[src/rtl/csr_pkg.sv]
// Shared definitions for the machine-mode CSR / trap unit.
//   - CSR addresses and bit positions of the implemented fields
//   - mcause codes for the two supported interrupt sources
//   - csr_op encodings and the trap FSM state enum
//   - helpers for the CSR read-modify-write value and the trap vector
package csr_pkg;

  localparam logic [11:0] ADDR_MSTATUS = 12'h300;
  localparam logic [11:0] ADDR_MIE     = 12'h304;
  localparam logic [11:0] ADDR_MTVEC   = 12'h305;
  localparam logic [11:0] ADDR_MEPC    = 12'h341;
  localparam logic [11:0] ADDR_MCAUSE  = 12'h342;
  localparam logic [11:0] ADDR_MIP     = 12'h344;

  localparam int MSTATUS_MIE_BIT  = 3;
  localparam int MSTATUS_MPIE_BIT = 7;
  // mie and mip share the same layout
  localparam int IRQ_MT_BIT       = 7;
  localparam int IRQ_ME_BIT       = 11;

  localparam logic [31:0] CAUSE_M_TIMER = 32'h8000_0007;
  localparam logic [31:0] CAUSE_M_EXT   = 32'h8000_000B;

  typedef enum logic [1:0] {
    CSR_NONE = 2'b00,
    CSR_RW   = 2'b01,
    CSR_RS   = 2'b10,
    CSR_RC   = 2'b11
  } csr_op_e;

  typedef enum logic [1:0] {
    ST_RUN    = 2'b00,
    ST_TRAP   = 2'b01,
    ST_RETURN = 2'b10
  } trap_state_e;

  // New CSR value for a read-modify-write instruction.
  function automatic logic [31:0] csr_apply(input logic [1:0]  op,
                                            input logic [31:0] old,
                                            input logic [31:0] wdata);
    logic [31:0] res;
    res = old;
    case (op)
      CSR_RW:  res = wdata;
      CSR_RS:  res = old | wdata;
      CSR_RC:  res = old & ~wdata;
      default: res = old;
    endcase
    return res;
  endfunction

  // Handler address: mode 01 is vectored, every other mode is direct.
  function automatic logic [31:0] trap_vector(input logic [31:0] mtvec,
                                              input logic [4:0]  cause_lo);
    logic [31:0] base;
    base = {mtvec[31:2], 2'b00};
    if (mtvec[1:0] == 2'b01) begin
      return base + {25'd0, cause_lo, 2'b00};
    end
    return base;
  endfunction

endpackage

[src/rtl/csr_regfile.sv]
// Machine-mode CSR storage and combinational read mux.
// Ports:
//   clk, rst            clock, synchronous active-low reset
//   csr_addr            address of the CSR being read / written
//   csr_op, csr_wdata   read-modify-write operation and operand
//   wr_en               qualified write strobe (already gated by the FSM)
//   trap_take           load mepc/mcause and stack MIE into MPIE
//   trap_pc, trap_cause values captured on trap_take
//   mret_take           restore MIE from MPIE, set MPIE
//   timer_irq, ext_irq  live interrupt lines, visible through mip
//   csr_rdata           old value of the addressed CSR
//   mstatus_mie         global interrupt enable
//   mie_mtie, mie_meie  per-source interrupt enables
//   mtvec, mepc, mcause register values for redirect computation
module csr_regfile
  import csr_pkg::*;
#(
  parameter logic [31:0] RESET_MTVEC = 32'h0000_0000
) (
  input  logic        clk,
  input  logic        rst,
  input  logic [11:0] csr_addr,
  input  logic [1:0]  csr_op,
  input  logic [31:0] csr_wdata,
  input  logic        wr_en,
  input  logic        trap_take,
  input  logic [31:0] trap_pc,
  input  logic [31:0] trap_cause,
  input  logic        mret_take,
  input  logic        timer_irq,
  input  logic        ext_irq,
  output logic [31:0] csr_rdata,
  output logic        mstatus_mie,
  output logic        mie_mtie,
  output logic        mie_meie,
  output logic [31:0] mtvec,
  output logic [31:0] mepc,
  output logic [31:0] mcause
);

  logic        mstatus_mpie;
  logic [31:0] wval;

  // Read mux: only implemented fields are visible, everything else reads 0.
  always_comb begin
    csr_rdata = 32'd0;
    case (csr_addr)
      ADDR_MSTATUS: begin
        csr_rdata[MSTATUS_MIE_BIT]  = mstatus_mie;
        csr_rdata[MSTATUS_MPIE_BIT] = mstatus_mpie;
      end
      ADDR_MIE: begin
        csr_rdata[IRQ_MT_BIT] = mie_mtie;
        csr_rdata[IRQ_ME_BIT] = mie_meie;
      end
      ADDR_MTVEC:  csr_rdata = mtvec;
      ADDR_MEPC:   csr_rdata = mepc;
      ADDR_MCAUSE: csr_rdata = mcause;
      ADDR_MIP: begin
        csr_rdata[IRQ_MT_BIT] = timer_irq;
        csr_rdata[IRQ_ME_BIT] = ext_irq;
      end
      default: csr_rdata = 32'd0;
    endcase
  end

  assign wval = csr_apply(csr_op, csr_rdata, csr_wdata);

  // trap_take and mret_take are mutually exclusive with wr_en upstream;
  // the priority order here still lets a trap win if that ever changes.
  always_ff @(posedge clk) begin
    if (!rst) begin
      mstatus_mie  <= 1'b0;
      mstatus_mpie <= 1'b0;
      mie_mtie     <= 1'b0;
      mie_meie     <= 1'b0;
      mtvec        <= RESET_MTVEC;
      mepc         <= 32'd0;
      mcause       <= 32'd0;
    end else if (trap_take) begin
      mepc         <= {trap_pc[31:2], 2'b00};
      mcause       <= trap_cause;
      mstatus_mpie <= mstatus_mie;
      mstatus_mie  <= 1'b0;
    end else if (mret_take) begin
      mstatus_mie  <= mstatus_mpie;
      mstatus_mpie <= 1'b1;
    end else if (wr_en) begin
      case (csr_addr)
        ADDR_MSTATUS: begin
          mstatus_mie  <= wval[MSTATUS_MIE_BIT];
          mstatus_mpie <= wval[MSTATUS_MPIE_BIT];
        end
        ADDR_MIE: begin
          mie_mtie <= wval[IRQ_MT_BIT];
          mie_meie <= wval[IRQ_ME_BIT];
        end
        ADDR_MTVEC:  mtvec  <= wval;
        ADDR_MEPC:   mepc   <= {wval[31:2], 2'b00};
        ADDR_MCAUSE: mcause <= wval;
        default: ;  // mip and unimplemented addresses ignore writes
      endcase
    end
  end

endmodule

[src/rtl/csr_trap_unit.sv]
// Machine-mode CSR block with interrupt trap entry and MRET return.
// A trap or MRET decided in RUN is followed by one redirect cycle (TRAP or
// RETURN) in which csr_epc_taken/flush pulse and csr_evec holds the target.
// Ports:
//   clk, rst            clock, synchronous active-low reset
//   pc_x, instr_valid   PC of the execute/memory instruction and its valid
//   csr_op, csr_addr,
//   csr_wdata           CSR instruction (00 none, 01 RW, 10 RS, 11 RC)
//   is_mret             the instruction at pc_x is MRET
//   timer_irq, ext_irq  level-sensitive interrupt requests
//   csr_rdata           combinational old value of the addressed CSR
//   csr_epc_taken,
//   csr_evec            PC redirect request and target
//   flush               kill younger stages (same as csr_epc_taken)
//   fsm_state           current FSM state for observation
//
// Handshake: there is no backpressure. An instruction is consumed in the
// cycle instr_valid=1 while the FSM is in RUN; in TRAP/RETURN the
// instruction at pc_x is being flushed and its effects are dropped.
module csr_trap_unit
  import csr_pkg::*;
#(
  parameter logic [31:0] RESET_MTVEC = 32'h0000_0000
) (
  input  logic        clk,
  input  logic        rst,
  input  logic [31:0] pc_x,
  input  logic        instr_valid,
  input  logic [1:0]  csr_op,
  input  logic [11:0] csr_addr,
  input  logic [31:0] csr_wdata,
  input  logic        is_mret,
  input  logic        timer_irq,
  input  logic        ext_irq,
  output logic [31:0] csr_rdata,
  output logic        csr_epc_taken,
  output logic [31:0] csr_evec,
  output logic        flush,
  output logic [1:0]  fsm_state
);

  trap_state_e state_q, state_d;

  logic        mstatus_mie;
  logic        mie_mtie;
  logic        mie_meie;
  logic [31:0] mtvec;
  logic [31:0] mepc;
  logic [31:0] mcause;

  logic        in_run;
  logic        ext_pend;
  logic        tmr_pend;
  logic        trap_take;
  logic        mret_take;
  logic        wr_en;
  logic [31:0] trap_cause;

  assign in_run   = (state_q == ST_RUN);
  assign ext_pend = ext_irq & mie_meie;
  assign tmr_pend = timer_irq & mie_mtie;

  // MIE is cleared on trap entry, so a level held across the redirect
  // cannot re-trap until software re-enables it.
  assign trap_take  = in_run && instr_valid && mstatus_mie && (ext_pend || tmr_pend);
  assign trap_cause = ext_pend ? CAUSE_M_EXT : CAUSE_M_TIMER;
  assign mret_take  = in_run && instr_valid && is_mret && !trap_take;
  assign wr_en      = in_run && instr_valid && (csr_op != CSR_NONE) && !trap_take;

  csr_regfile #(
    .RESET_MTVEC(RESET_MTVEC)
  ) u_regfile (
    .clk         (clk),
    .rst         (rst),
    .csr_addr    (csr_addr),
    .csr_op      (csr_op),
    .csr_wdata   (csr_wdata),
    .wr_en       (wr_en),
    .trap_take   (trap_take),
    .trap_pc     (pc_x),
    .trap_cause  (trap_cause),
    .mret_take   (mret_take),
    .timer_irq   (timer_irq),
    .ext_irq     (ext_irq),
    .csr_rdata   (csr_rdata),
    .mstatus_mie (mstatus_mie),
    .mie_mtie    (mie_mtie),
    .mie_meie    (mie_meie),
    .mtvec       (mtvec),
    .mepc        (mepc),
    .mcause      (mcause)
  );

  // State register
  always_ff @(posedge clk) begin
    if (!rst) begin
      state_q <= ST_RUN;
    end else begin
      state_q <= state_d;
    end
  end

  // Next-state logic
  always_comb begin
    state_d = state_q;
    case (state_q)
      ST_RUN: begin
        if (trap_take) begin
          state_d = ST_TRAP;
        end else if (mret_take) begin
          state_d = ST_RETURN;
        end
      end
      ST_TRAP:   state_d = ST_RUN;
      ST_RETURN: state_d = ST_RUN;
      default:   state_d = ST_RUN;
    endcase
  end

  // Output logic
  always_comb begin
    csr_epc_taken = 1'b0;
    csr_evec      = 32'd0;
    case (state_q)
      ST_TRAP: begin
        csr_epc_taken = 1'b1;
        csr_evec      = trap_vector(mtvec, mcause[4:0]);
      end
      ST_RETURN: begin
        csr_epc_taken = 1'b1;
        csr_evec      = mepc;
      end
      default: ;
    endcase
  end

  assign flush     = csr_epc_taken;
  assign fsm_state = state_q;

endmodule

[config.mk]
export PLATFORM = sky130hd
export DESIGN_NAME = csr_trap_unit
export DESIGN_NICKNAME = d
export VERILOG_FILES = /design/src/rtl/csr_pkg.sv /design/src/rtl/csr_regfile.sv /design/src/rtl/csr_trap_unit.sv
export SDC_FILE = /design/constraint.sdc
export NUM_CORES = 1
export LEC_CHECK = 0
export ABC_AREA = 1
export CAP_MARGIN = 20
export CORE_ASPECT_RATIO = 0.5
export CORE_UTILIZATION = 55
export CTS_BUF_LIST = sky130_fd_sc_hd__clkbuf_4 sky130_fd_sc_hd__clkbuf_8
export CTS_CLUSTER_DIAMETER = 40
export DETAILED_ROUTE_END_ITERATION = 16
export PLACE_DENSITY = 0.8
export SLEW_MARGIN = 15
export SYNTH_ARGS = -nofsm -noshare
export SYNTH_HDL_FRONTEND = slang
export SYNTH_HIERARCHICAL = 1
export SYNTH_SLANG_ARGS = --single-unit
[constraint.sdc]
create_clock -name clk -period 3.09 [get_ports clk]
set_clock_uncertainty 0.05 [all_clocks]
set_input_delay 0.927 -clock clk [delete_from_list [all_inputs] [get_ports clk]]
set_output_delay 0.927 -clock clk [all_outputs]
set_load 0.05 [all_outputs]
==> results.sh, run 1 <==
export IMPL_outcome="aborted with a tool error"
export IMPL_failed_stage="5_1_grt"
export IMPL_tool_error="[ERROR GRT-0232] Routing congestion too high. Check the congestion heatmap in the GUI."
export IMPL_cts_hold_buf=0
export IMPL_cts_buffers=9
export IMPL_ys_types=44
export IMPL_syn_area_per_cell_sq_um=6.25
export IMPL_clock_sinks=100
export IMPL_fp_row_count=30
export IMPL_ios=152
export IMPL_dp_hpwl_um=23000
export IMPL_worst_endpoint_pin_kind="primary output"
export IMPL_cts_max_level=3
export IMPL_place_port_buffers=147
export IMPL_place_gp_congestion=0.964
export IMPL_ys_seq_area_share_pct=25.6
export IMPL_grt_usage_pct=110
export IMPL_worstEndpointGrtRepair="csr_evec[16]"
export IMPL_synthCells=1254
export IMPL_die_w_um=171
export IMPL_ys_ff_latch=100
export IMPL_yosys_warnings=6
export IMPL_root_buffer="clkbuf_8"
export IMPL_die_y_um=86.4
export IMPL_initial_core_util_pct=57.0
export IMPL_grt_max_degree=98
export IMPL_synth_area_sq_um=7830
export IMPL_gr_total_overflow=1712
export IMPL_clockBufferDepth=2
kinds of logic after synthesis:
group,Yosys count,synth area share [%]
other,3,0.144
AND/OR/NAND/NOR,653,39.7
flip-flops,100,25.6
buffers and inverters,225,12.8
XOR/XNOR,1,0.112
AO/OA/AOI/OAI,263,20.1
adder cells (fa/ha/maj),9,1.53
timing repair:
item,in CTS
gates resized for setup,267
cloned,10
setup endpoints to repair,61
setup buffers,64
pin swaps,94
per-stage QoR:
stage	worst slack, ns	setup TNS (ns)	cell area, sq um	util [%]	std cells
detailed placement	-0.462	-20.22	10900	79.2	1611
CTS	-0.308	-6.23	12800	93.4	1698
global placement	-0.385	-16.34	10900	79.2	1611
floorplan	0.0584	0	8280	-	1283
metal layers:
layer / global-route usage [%] / overflow
met1: 93.7 / 43
met3: 89.2 / 85
met5: 75.6 / 15
met2: 143 / 1192
met4: 127 / 377
synthesized netlist by cell type, drive strengths merged:
cell | count | share of area, %
ha | 8 | 1.3
inv | 146 | 7.0
clkinv | 1 | 0.048
a21oi | 138 | 8.9
dfxtp | 100 | 26
o31ai | 1 | 0.096
a21boi | 1 | 0.096
a211oi | 1 | 0.096
fa | 1 | 0.26
and2 | 1 | 0.080
or2 | 5 | 0.43
o211ai | 31 | 4.7
conb | 3 | 0.14
o21ai | 81 | 5.3
nor2 | 109 | 6.6
nand2 | 345 | 18
clkbuf | 37 | 1.8
buf | 41 | 4.0
nand3 | 172 | 13
o22ai | 1 | 0.080
and3 | 1 | 0.080
a31oi | 2 | 0.16
nand4 | 15 | 1.2
xor2 | 1 | 0.11
nor3 | 5 | 0.46
o21bai | 7 | 0.67
==> inputs of run 2 (changes only) <==
- CORE_ASPECT_RATIO: 0.5 -> not set
- CORE_UTILIZATION: 55 -> 40
- CTS_BUF_LIST: sky130_fd_sc_hd__clkbuf_4 sky130_fd_sc_hd__clkbuf_8 -> not set
- CTS_CLUSTER_DIAMETER: 40 -> not set
- PLACE_DENSITY: 0.8 -> not set
- PLACE_DENSITY_LB_ADDON: not set -> 0.15
==> run 2 against run 1 <==
- the flow now finishes, with violations (negative setup slack)
- synthesized cell count did not move
- synthesized area did not move
==> results.sh, run 2 <==
export IMPL_drt_total_wl_um=33500
export IMPL_p_leak_nw=5.45
export IMPL_layout_nets=1612
export IMPL_syn_area_per_cell_sq_um=6.25
export IMPL_synth_area_sq_um=7830
export IMPL_worstPathMaxFanout=5
export IMPL_synth_ff_type="dfxtp_1"
export IMPL_grt_pass1_vias=9082
export IMPL_antenna_cells=0
export IMPL_dr_pass1_iters=6
export IMPL_grt_max_degree=65
export IMPL_worst_slew_pin_slew_ns=0.564
export IMPL_yosys_warnings=6
export IMPL_syn_to_final_growth_pct=74.7
export IMPL_ant_nets=0
export IMPL_worst_hold_path_type="register to register"
export IMPL_clkLatencyLatePin_ns=0.35
export IMPL_cts_hold_buf=0
export IMPL_die_area_sq_um=20100
export IMPL_die_y_um=142
export IMPL_die_w_um=142
export IMPL_holdWs_ns=0.438
export IMPL_end_kind="output port"
export IMPL_place_gp_congestion=0.918
export IMPL_hp_start="fsm_state[0]"
export IMPL_ff2ff_path_depth=15
export IMPL_initial_core_util_pct=41.3
export IMPL_via_per_inst=5.57
export IMPL_clock_sinks=100
export IMPL_grt_pass1_wl_um=49800
export IMPL_ys_types=44
export IMPL_utilization_pct=72.2
export IMPL_cp_slowest_cell="dfxtp_4"
export IMPL_post_route_period_util_pct=112
export IMPL_tns_ns=-7.71
export IMPL_coreArea_sq_um=19000
export IMPL_synthTopCellsByArea="dfxtp_1 (26%), nand2_1 (15%), nand3_1 (8.9%)"
export IMPL_num_vias=9944
export IMPL_violations="negative setup slack"
export IMPL_gr_total_overflow=0
export IMPL_drt_iter0_drc=1081
export IMPL_synth_most_common_cell="nand2_1"
export IMPL_critPathArrivalTime_ns=2.49
export IMPL_rsz0062_at_grt="yes"
export IMPL_required_ns=2.11
export IMPL_clock_fmax_ghz=0.288
export IMPL_wire_per_inst_um=18.8
export IMPL_final_cell_mix="nand2_1 (296), inv_1 (133), a21oi_1 (100), buf_12 (95), buf_4 (92)"
export IMPL_rr_startpoint="fsm_state[0]"
export IMPL_clk_pin_slew_ns=0.07
export IMPL_fin_total_pwr_mw=3.04
export IMPL_fp_row_count=50
export IMPL_power_density_nw_per_um2=222
export IMPL_synth_top_cell_area_share_pct=25.6
export IMPL_critical_path_class="register to output port"
export IMPL_ys_seq_area_share_pct=25.6
export IMPL_cp_slowest_stage_delay_ns=0.37
export IMPL_outcome="finished, violations left"
export IMPL_ir_worst_vdd_mv=0.245
export IMPL_dp_hpwl_um=20900
export IMPL_setup_viol=56
export IMPL_slew_viol_final=0
export IMPL_fin_crit_ns=3.47
export IMPL_fin_ws_ns=-0.380
export IMPL_drc=0
export IMPL_synth_edf_count=0
export IMPL_ys_ff_latch=100
export IMPL_holdPathEnd="fsm_state[0]"
export IMPL_crit_path_frequent_cell="nand2_4"
export IMPL_cts_buffers=9
export IMPL_cts_tree="yes"
export IMPL_grt_usage_pct=31.9
export IMPL_place_port_buffers=147
export IMPL_whs_path_depth=2
export IMPL_slew_headroom_pct=62.3
export IMPL_yosys_top_cells_count="nand2_1 (311), inv_1 (140), nand3_1 (140)"
export IMPL_cts_max_level=3
export IMPL_drive_gt1_share_pct=34.1
export IMPL_worst_r2r_endpoint="u_regfile/mtvec[24]"
export IMPL_start_kind="register"
export IMPL_yosysTopAreaCell="dfxtp_1"
export IMPL_cap_violations=0
export IMPL_reg2reg_slack_ns=0.70
export IMPL_path_cells="ha_4 > inv_2 > fa_2 > inv_2 > nand2_4 > nand2_4 > nand3_4 > nand2_8 > buf_6 > nand2_4 > o21bai_1 > nand3_1 > a21oi_4 > buf_12"
export IMPL_hold_viol=0
export IMPL_ios=152
export IMPL_clockBufferDepth=2
export IMPL_synthCells=1254
export IMPL_root_buffer="clkbuf_16"
export IMPL_synthArstFlopShare_pct=0
export IMPL_reg_top3="u_regfile/mcause: 32 flops, u_regfile/mtvec: 32 flops, u_regfile/mepc: 30 flops"
export IMPL_antenna_found_initial=1
export IMPL_layout_commonest_cell="nand2_1"
-- run 2: cell counts after synthesis --
No cell type changed its count.
-- run 2: what timing repair did --
item                                   CTS  global route
endpoints found under the hold margin    0             0
resized for setup                      240            86
setup buffers                           43            24
setup endpoints to repair               59            65
pin swaps                               77            76
cloned                                  12             1
-- run 2: stage by stage --
stage | setup WS, ns | instance area [sq um] | std cells
after floorplan | 0.0584 | 8280 | 1283
after global placement | -0.409 | 11100 | 1691
after detailed placement | -0.422 | 11100 | 1691
after CTS | -0.333 | 13100 | 1762
after global routing | -0.481 | 13700 | 1784
final | -0.380 | 13700 | 1784
-- run 2: critical path, delay by kind of cell (launching register included) --
| family | cells | cell delay, ns |
|---|---|---|
| AOI/OAI and AO/OA | 2 | 0.36 |
| adders and majority gates | 2 | 0.48 |
| buffers and inverters | 4 | 0.37 |
| DFF | 1 | 0.37 |
| and+or+nand+nor | 6 | 0.56 |
-- run 2: how the worst max path moves through the flow --
stage | cells after the start | from | end
2_1_floorplan | 6 | csr_addr[11] | csr_rdata[14]
4_1_cts | 13 | u_regfile/mcause[0] | csr_evec[16]
3_5_place_dp | 7 | csr_addr[3] | csr_rdata[12]
6_report | 14 | u_regfile/mcause[0] | csr_evec[20]
5_1_grt | 14 | u_regfile/mtvec[2] | csr_evec[20]
3_3_place_gp | 7 | csr_addr[3] | csr_rdata[12]
-- run 2: per-layer routing --
layer / GRT usage, % / vias up / part of all wire, %
met5: 0 / - / 0
met4: 10.9 / 0 / 3.4
met3: 4.86 / 101 / 10
met2: 50.9 / 648 / 46
met1: 43.5 / 4587 / 40
li1: - / 4608 / -
-- run 2: logic make-up after synthesis --
| logic type | after synthesis | share of synthesized area (%) |
|---|---|---|
| AND/OR/NAND/NOR | 653 | 39.7 |
| AO/OA/AOI/OAI | 263 | 20.1 |
| buffers and inverters | 225 | 12.8 |
| flip-flops | 100 | 25.6 |
| adder cells (fa/ha/maj) | 9 | 1.53 |
| other | 3 | 0.144 |
| XOR/XNOR | 1 | 0.112 |
-- run 2: cell type report --
class / instances / area (sq um)
Tap cell: 260 / 325
Clock inverter: 6 / 93.8
Clock buffer: 10 / 239
Inverter: 147 / 556
Fill cell: 1371 / 5280
Timing Repair Buffer: 303 / 3960
Multi-Input combinational cell: 958 / 6490
Sequential cell: 100 / 2020
-- run 2: where the power goes --
part           internal (mW)  leakage, nW  total (mW)  switching, mW
clock network          0.741        0.160        1.29          0.549
registers               1.29        0.813        1.29        0.00209
logic                  0.197         4.48       0.458          0.261
Note: power is estimated with default switching activity, not from simulation.
==> inputs of run 3 (changes only) <==
- DONT_BUFFER_PORTS: not set -> 1
- HOLD_SLACK_MARGIN: not set -> 0.08
- SLEW_MARGIN: 15 -> 10
==> run 3 against run 2 <==
- the run still ends with negative setup slack left
- power decreased by 11%
- via count decreased by 14%
- cell area decreased by 22%
- non-clock buffer count decreased by 183
- final cell count decreased by 10%
- hold slack improved by 0.0037 ns
- core utilization decreased by 16 points
- die area unchanged
- flip-flop and latch count unchanged
- sequential power about the same
- critical path depth unchanged
==> results.sh, run 3 (same netlist as run 2, synthesis figures left out) <==
export IMPL_grt_pass1_vias=7662
export IMPL_via_per_inst=5.34
export IMPL_p_clk_share_pct=42.9
export IMPL_layout_nets=1429
export IMPL_p_sw_uw=734
export IMPL_slew_viol_final=0
export IMPL_grt_usage_pct=27.9
export IMPL_hold_viol=0
export IMPL_drive_gt1_share_pct=27.5
export IMPL_reg_top3="u_regfile/mcause: 32 flops, u_regfile/mtvec: 32 flops, u_regfile/mepc: 30 flops"
export IMPL_path_cells="ha_4 > inv_2 > fa_2 > inv_2 > nand2_2 > nand2_4 > nand3_4 > nand2_4 > nand2_2 > nor2_2 > or2_2 > nand2_2 > a21oi_4 > buf_12"
export IMPL_rsz0062_at_grt="yes"
export IMPL_dr_pass1_iters=5
export IMPL_root_buffer="clkbuf_16"
export IMPL_die_w_um=142
export IMPL_switching_share_pct=27.0
export IMPL_fp_row_count=50
export IMPL_worst_hold_path_type="register to register"
export IMPL_p_seq_share_pct=47.4
export IMPL_grtUsageMet2_pct=43.8
export IMPL_ir_worst_vdd_mv=0.207
export IMPL_worst_slew_pin_slew_ns=0.732
export IMPL_fin_ws_ns=-0.272
export IMPL_place_port_buffers=0
export IMPL_dp_hpwl_um=19900
export IMPL_coreArea_sq_um=19000
export IMPL_cp_slowest_stage_delay_ns=0.36
export IMPL_use_met1_pct=38.8
export IMPL_gr_total_overflow=0
export IMPL_clock_sinks=100
export IMPL_pwr_share_comb_pct=9.7
export IMPL_internal_power_mw=1.98
export IMPL_slew_headroom_pct=51.2
export IMPL_start_kind="register"
export IMPL_die_y_um=142
export IMPL_required_ns=2.11
export IMPL_drc=0
export IMPL_p_leak_nw=4.35
export IMPL_clkLatencyLatePin_ns=0.36
export IMPL_layout_commonest_cell="nand2_1"
export IMPL_antenna_cells=0
export IMPL_cp_slowest_cell="fa_2"
export IMPL_drt_total_wl_um=28500
export IMPL_wire_per_inst_um=17.8
export IMPL_cts_tree="yes"
export IMPL_grt_max_degree=64
export IMPL_ios=152
export IMPL_clock_fmax_ghz=0.297
export IMPL_post_route_period_util_pct=109
export IMPL_end_kind="output port"
export IMPL_antenna_found_initial=0
export IMPL_critPathArrivalTime_ns=2.39
export IMPL_cts_max_level=3
export IMPL_cap_violations=0
export IMPL_clockBufferDepth=2
export IMPL_grt_pass1_wl_um=42800
export IMPL_ant_nets=0
export IMPL_power_density_nw_per_um2=256
export IMPL_place_gp_congestion=0.908
export IMPL_cts_buffers=9
export IMPL_setup_viol=24
export IMPL_crit_path_frequent_cell="nand2_2"
export IMPL_place_ws_ns=-0.0640
export IMPL_critical_path_buf_inv_count=3
export IMPL_num_vias=8543
export IMPL_violations="negative setup slack"
export IMPL_tns_ns=-3.38
export IMPL_worstPathMaxFanout=4
export IMPL_fin_crit_ns=3.36
export IMPL_final_cell_mix="nand2_1 (299), inv_1 (134), nand3_1 (130), a21oi_1 (100), nor2_1 (88)"
export IMPL_drt_iter0_drc=571
export IMPL_busiest_layer="met2"
export IMPL_syn_to_final_growth_pct=35.6
export IMPL_outcome="finished, violations left"
export IMPL_cp_top_family="simple AND/OR/NAND/NOR gates"
export IMPL_grt_met3_usage_pct=5.70
export IMPL_die_area_sq_um=20100
export IMPL_clk_pin_slew_ns=0.07
export IMPL_initial_core_util_pct=41.3
export IMPL_critical_path_class="register to output port"
==> run 3: changes by cell type in the layout (fill, tap and decap cells not counted), moves of 8 or more <==
cell and change:
buf_12 -42, buf_6 -15, dfxtp_1 -10, clkdlybuf4s50_1 -73
o211ai_4 -8, o211ai_2 +8, nand3_4 -44, buf_16 -9
dfxtp_2 +10, nand3_1 +41, buf_4 -37
==> run 3: layout make-up <==
type	instances	area [sq um]
inverters	147	556
repair buffers	120	1630
fillers	1832	8330
flip-flops and latches	100	2040
clock inverters	5	60.1
multi-input cells	958	5790
clock buffers	11	233
well taps	260	325
==> run 3: per-stage QoR <==
step / cell area [sq um] / cells / power [mW] / util [%] / hold slack [ns]
5_1_grt: 10600 / 1601 / 2.81 / 56.0 / 0.478
3_5_place_dp: 9520 / 1562 / 1.58 / 50.2 / 0.430
4_1_cts: 10100 / 1585 / 2.73 / 53.2 / 0.441
2_1_floorplan: 8280 / 1283 / 1.51 / - / 0.461
3_3_place_gp: 9520 / 1562 / 1.58 / 50.2 / 0.427
6_report: 10600 / 1601 / 2.72 / 56.0 / 0.442
==> run 3: repair_timing <==
action                     CTS  global route
setup buffers                6            16
resized for setup           49            90
pin swaps                   18            42
hold buffers                 0             0
gates cloned                 1             0
setup endpoints to repair   33            56
==> run 3: metal layers <==
layer / up-vias / routed length (um)
met4: 0 / 397
met2: 335 / 12800
met1: 3955 / 13100
li1: 4224 / -
met5: - / 0
met3: 29 / 2240
==> run 3: path summary, 6_finish.rpt <==
path | slack [ns] | depth (start not counted) | endpoint | startpoint
worst max-delay path | -0.27 | 14 | csr_evec[10] | u_regfile/mcause[0]
worst min-delay path | 0.44 | 2 | fsm_state[0] | fsm_state[0]
worst max register to register | 0.60 | 14 | u_regfile/mcause[1] | fsm_state[0]
worst min register to register | 0.44 | 2 | fsm_state[0] | fsm_state[0]
==> run 3: power by group through the flow <==
stage / clock network, mW / registers, mW / logic (mW)
floorplan: 0 / 1.33 / 0.184
finish: 1.17 / 1.29 / 0.264
global placement: 0 / 1.32 / 0.257
detailed placement: 0 / 1.32 / 0.259
global route: 1.23 / 1.29 / 0.285
CTS: 1.18 / 1.29 / 0.260
==> run 3: worst register-to-register path, delay by kind of cell, from the launching register on <==
kind | cells | cell delay (ns)
buffers and inverters | 5 | 0.50
AOI/OAI and AO/OA | 2 | 0.21
adders and majority gates | 1 | 0.19
DFF | 1 | 0.36
and+or+nand+nor | 6 | 1.12
==> inputs of run 4 (changes only) <==
- ABC_AREA: 1 -> not set
- CAP_MARGIN: 20 -> 10
- CORE_MARGIN: not set -> 2
==> run 4 against run 3 <==
- the run still ends with negative setup slack left
- first-iteration DRC count increased by 70%
- power increased by 3.1%
- non-clock buffer count increased by 42
- hold slack improved by 0.0040 ns
- sequential power about the same
- die area decreased by 10%
- critical path depth decreased by 4
- cell area decreased by 0.40%
- clock power increased by 8%
- global-route usage increased by 3.8 points
- final cell count decreased by 22%
- via count decreased by 5.8%
- largest power group unchanged
==> results.sh, run 4 <==
export IMPL_ys_seq_area_share_pct=29.4
export IMPL_cp_slowest_cell="dfxtp_2"
export IMPL_fin_crit_ns=3.59
export IMPL_cts_max_level=3
export IMPL_drt_iter0_drc=971
export IMPL_synth_area_sq_um=6820
export IMPL_start_kind="register"
export IMPL_coreArea_sq_um=16600
export IMPL_ys_types=71
export IMPL_via_per_inst=6.47
export IMPL_critPathArrivalTime_ns=2.62
export IMPL_ios=152
export IMPL_fp_row_count=47
export IMPL_p_leak_nw=4.14
export IMPL_power_density_nw_per_um2=265
export IMPL_die_area_sq_um=18100
export IMPL_antenna_found_initial=0
export IMPL_required_ns=2.11
export IMPL_yosysTopAreaCell="dfxtp_1"
export IMPL_synth_top_cell_area_share_pct=29.4
export IMPL_path_cells="ha_4 > inv_2 > fa_2 > nor2b_2 > o31a_1 > buf_6 > o2111ai_4 > xor2_2 > o21ai_4 > buf_12"
export IMPL_cp_slowest_stage_delay_ns=0.37
export IMPL_instances_no_fill=1244
export IMPL_drt_total_wl_um=29200
export IMPL_yosys_top_cells_count="nand2_1 (116), dfxtp_1 (100), a22oi_1 (93)"
export IMPL_reg_top3="u_regfile/mcause: 32 flops, u_regfile/mtvec: 32 flops, u_regfile/mepc: 30 flops"
export IMPL_hold_viol=0
export IMPL_wire_per_inst_um=23.5
export IMPL_ir_worst_vdd_mv=0.284
export IMPL_violations="negative setup slack"
export IMPL_clock_fmax_ghz=0.278
export IMPL_post_route_period_util_pct=116
export IMPL_synthArstFlopShare_pct=0
export IMPL_cp_top_family="compound AO/OA/AOI/OAI gates"
export IMPL_synth_most_common_cell="nand2_1"
export IMPL_worstPathMaxFanout=5
export IMPL_setup_viol=60
export IMPL_syn_area_per_cell_sq_um=7.62
export IMPL_synth_ff_type="dfxtp_1"
export IMPL_ant_nets=0
export IMPL_synth_edf_count=0
export IMPL_synthTopCellsByArea="dfxtp_1 (29%), a22oi_1 (10%), nand2_1 (6.4%)"
export IMPL_final_cell_mix="dfxtp_1 (93), buf_4 (86), a22oi_1 (71), o21ai_0 (61), a21oi_1 (61)"
export IMPL_placed_cell_area_sq_um=9020
export IMPL_clockBufferDepth=2
export IMPL_place_port_buffers=0
export IMPL_drive_gt1_share_pct=34.4
export IMPL_end_kind="output port"
export IMPL_cap_violations=0
export IMPL_grt_pass1_vias=8053
export IMPL_clk_pin_slew_ns=0.07
export IMPL_fin_area_sq_um=10600
export IMPL_layout_commonest_cell="dfxtp_1"
export IMPL_critical_path_buf_inv_count=3
export IMPL_grt_max_degree=59
export IMPL_fillerInstances=1319
export IMPL_critical_path_class="register to output port"
export IMPL_place_gp_congestion=0.921
export IMPL_slew_headroom_pct=22.4
export IMPL_gr_total_overflow=0
export IMPL_synthCells=895
export IMPL_rsz0062_at_grt="yes"
export IMPL_place_ws_ns=-0.341
export IMPL_initial_core_util_pct=41.0
export IMPL_cts_buffers=9
export IMPL_drc=0
export IMPL_root_buffer="clkbuf_16"
export IMPL_worst_hold_path_type="register to register"
export IMPL_yosys_warnings=6
export IMPL_grt_pass1_wl_um=45100
export IMPL_dp_hpwl_um=19200
export IMPL_dr_pass1_iters=6
export IMPL_fin_ws_ns=-0.502
export IMPL_antenna_cells=0
export IMPL_die_w_um=135
export IMPL_num_vias=8048
export IMPL_cts_tree="yes"
export IMPL_ys_ff_latch=100
export IMPL_slew_viol_final=0
export IMPL_clkLatencyLatePin_ns=0.36
export IMPL_worst_slew_pin_slew_ns=1.16
export IMPL_outcome="finished, violations left"
export IMPL_grt_usage_pct=31.7
export IMPL_layout_nets=1113
export IMPL_clock_sinks=100
export IMPL_dpl_cell_count=1188
export IMPL_die_y_um=135
export IMPL_syn_to_final_growth_pct=55.2
[run 4: worst reg2reg max path, stage by stage, from the launching register on]
cell and delay, ns:
dfxtp_2 0.33, inv_1 0.12, ha_4 0.16, nand2_1 0.06
nor3_1 0.24, nor2b_1 0.27, nand2b_1 0.12, or4_1 0.43
nor2_1 0.25, o211ai_1 0.21, a21oi_1 0.15
[run 4: where the power goes]
group	switching [mW]	internal [mW]	leakage (nW)
combinational	0.161	0.0876	3.17
clock	0.529	0.734	0.160
sequential	0.00185	1.29	0.810
total	0.693	2.11	4.14
[run 4: routing by layer]
metal | part of all wire, % | global-route usage (%) | vias to the layer above | wire [um]
met5 | 0 | 0 | - | 0
met4 | 3.0 | 12.7 | 0 | 890
met3 | 9.6 | 6.94 | 74 | 2810
met2 | 47 | 51.0 | 456 | 13600
met1 | 41 | 41.4 | 3919 | 11900
li1 | - | - | 3599 | -
[run 4: cell type report]
| class | count | area (sq um) | share of cell area, % |
|---|---|---|---|
| multi-input cells | 702 | 5740 | 54.2 |
| well taps | 220 | 275 | 2.60 |
| inverters | 45 | 174 | 1.64 |
| clock buffers | 10 | 239 | 2.26 |
| clock inverters | 5 | 85.1 | 0.804 |
| repair buffers | 162 | 2050 | 19.4 |
| flip-flops and latches | 100 | 2020 | 19.1 |
[run 4: worst paths after layout]
check,startpoint,to,slack [ns],cells after the start
hold reg to reg,u_regfile/mie_mtie,u_regfile/mie_mtie,0.45,2
setup / recovery,u_regfile/mtvec[2],csr_evec[14],-0.50,10
setup reg to reg,fsm_state[0],u_regfile/mie_mtie,0.63,10
hold / removal,u_regfile/mie_mtie,u_regfile/mie_mtie,0.45,2
[run 4: metrics by stage]
| stage | TNS [ns] | utilization [%] | power (mW) | hold slack (ns) |
|---|---|---|---|---|
| global placement | -9.70 | 54.2 | 1.55 | 0.437 |
| detailed placement | -10.35 | 54.2 | 1.56 | 0.435 |
| floorplan | -9.01 | - | 1.51 | 0.409 |
| CTS | -17.83 | 62.1 | 2.80 | 0.445 |
| global route | -22.13 | 63.6 | 2.89 | 0.495 |
| finish | -18.91 | 63.6 | 2.80 | 0.446 |
[run 4: repair_timing]
action	CTS	global route
buffers inserted	26	12
endpoints found under the setup margin	60	76
hold buffers	0	0
cloned	8	1
pin swaps	63	40
resized for setup	122	39
[run 4: logic make-up (layout without fill, tap and decap cells)]
family,count (synthesis),after routing,share of synthesized area (%)
fa+ha+maj,9,9,1.76
xor+xnor,28,28,3.60
flops,100,100,29.4
buf+inv,122,222,7.32
compound gates,388,388,38.4
mux,7,7,1.05
simple gates,238,238,18.3
other cells,3,32,0.165
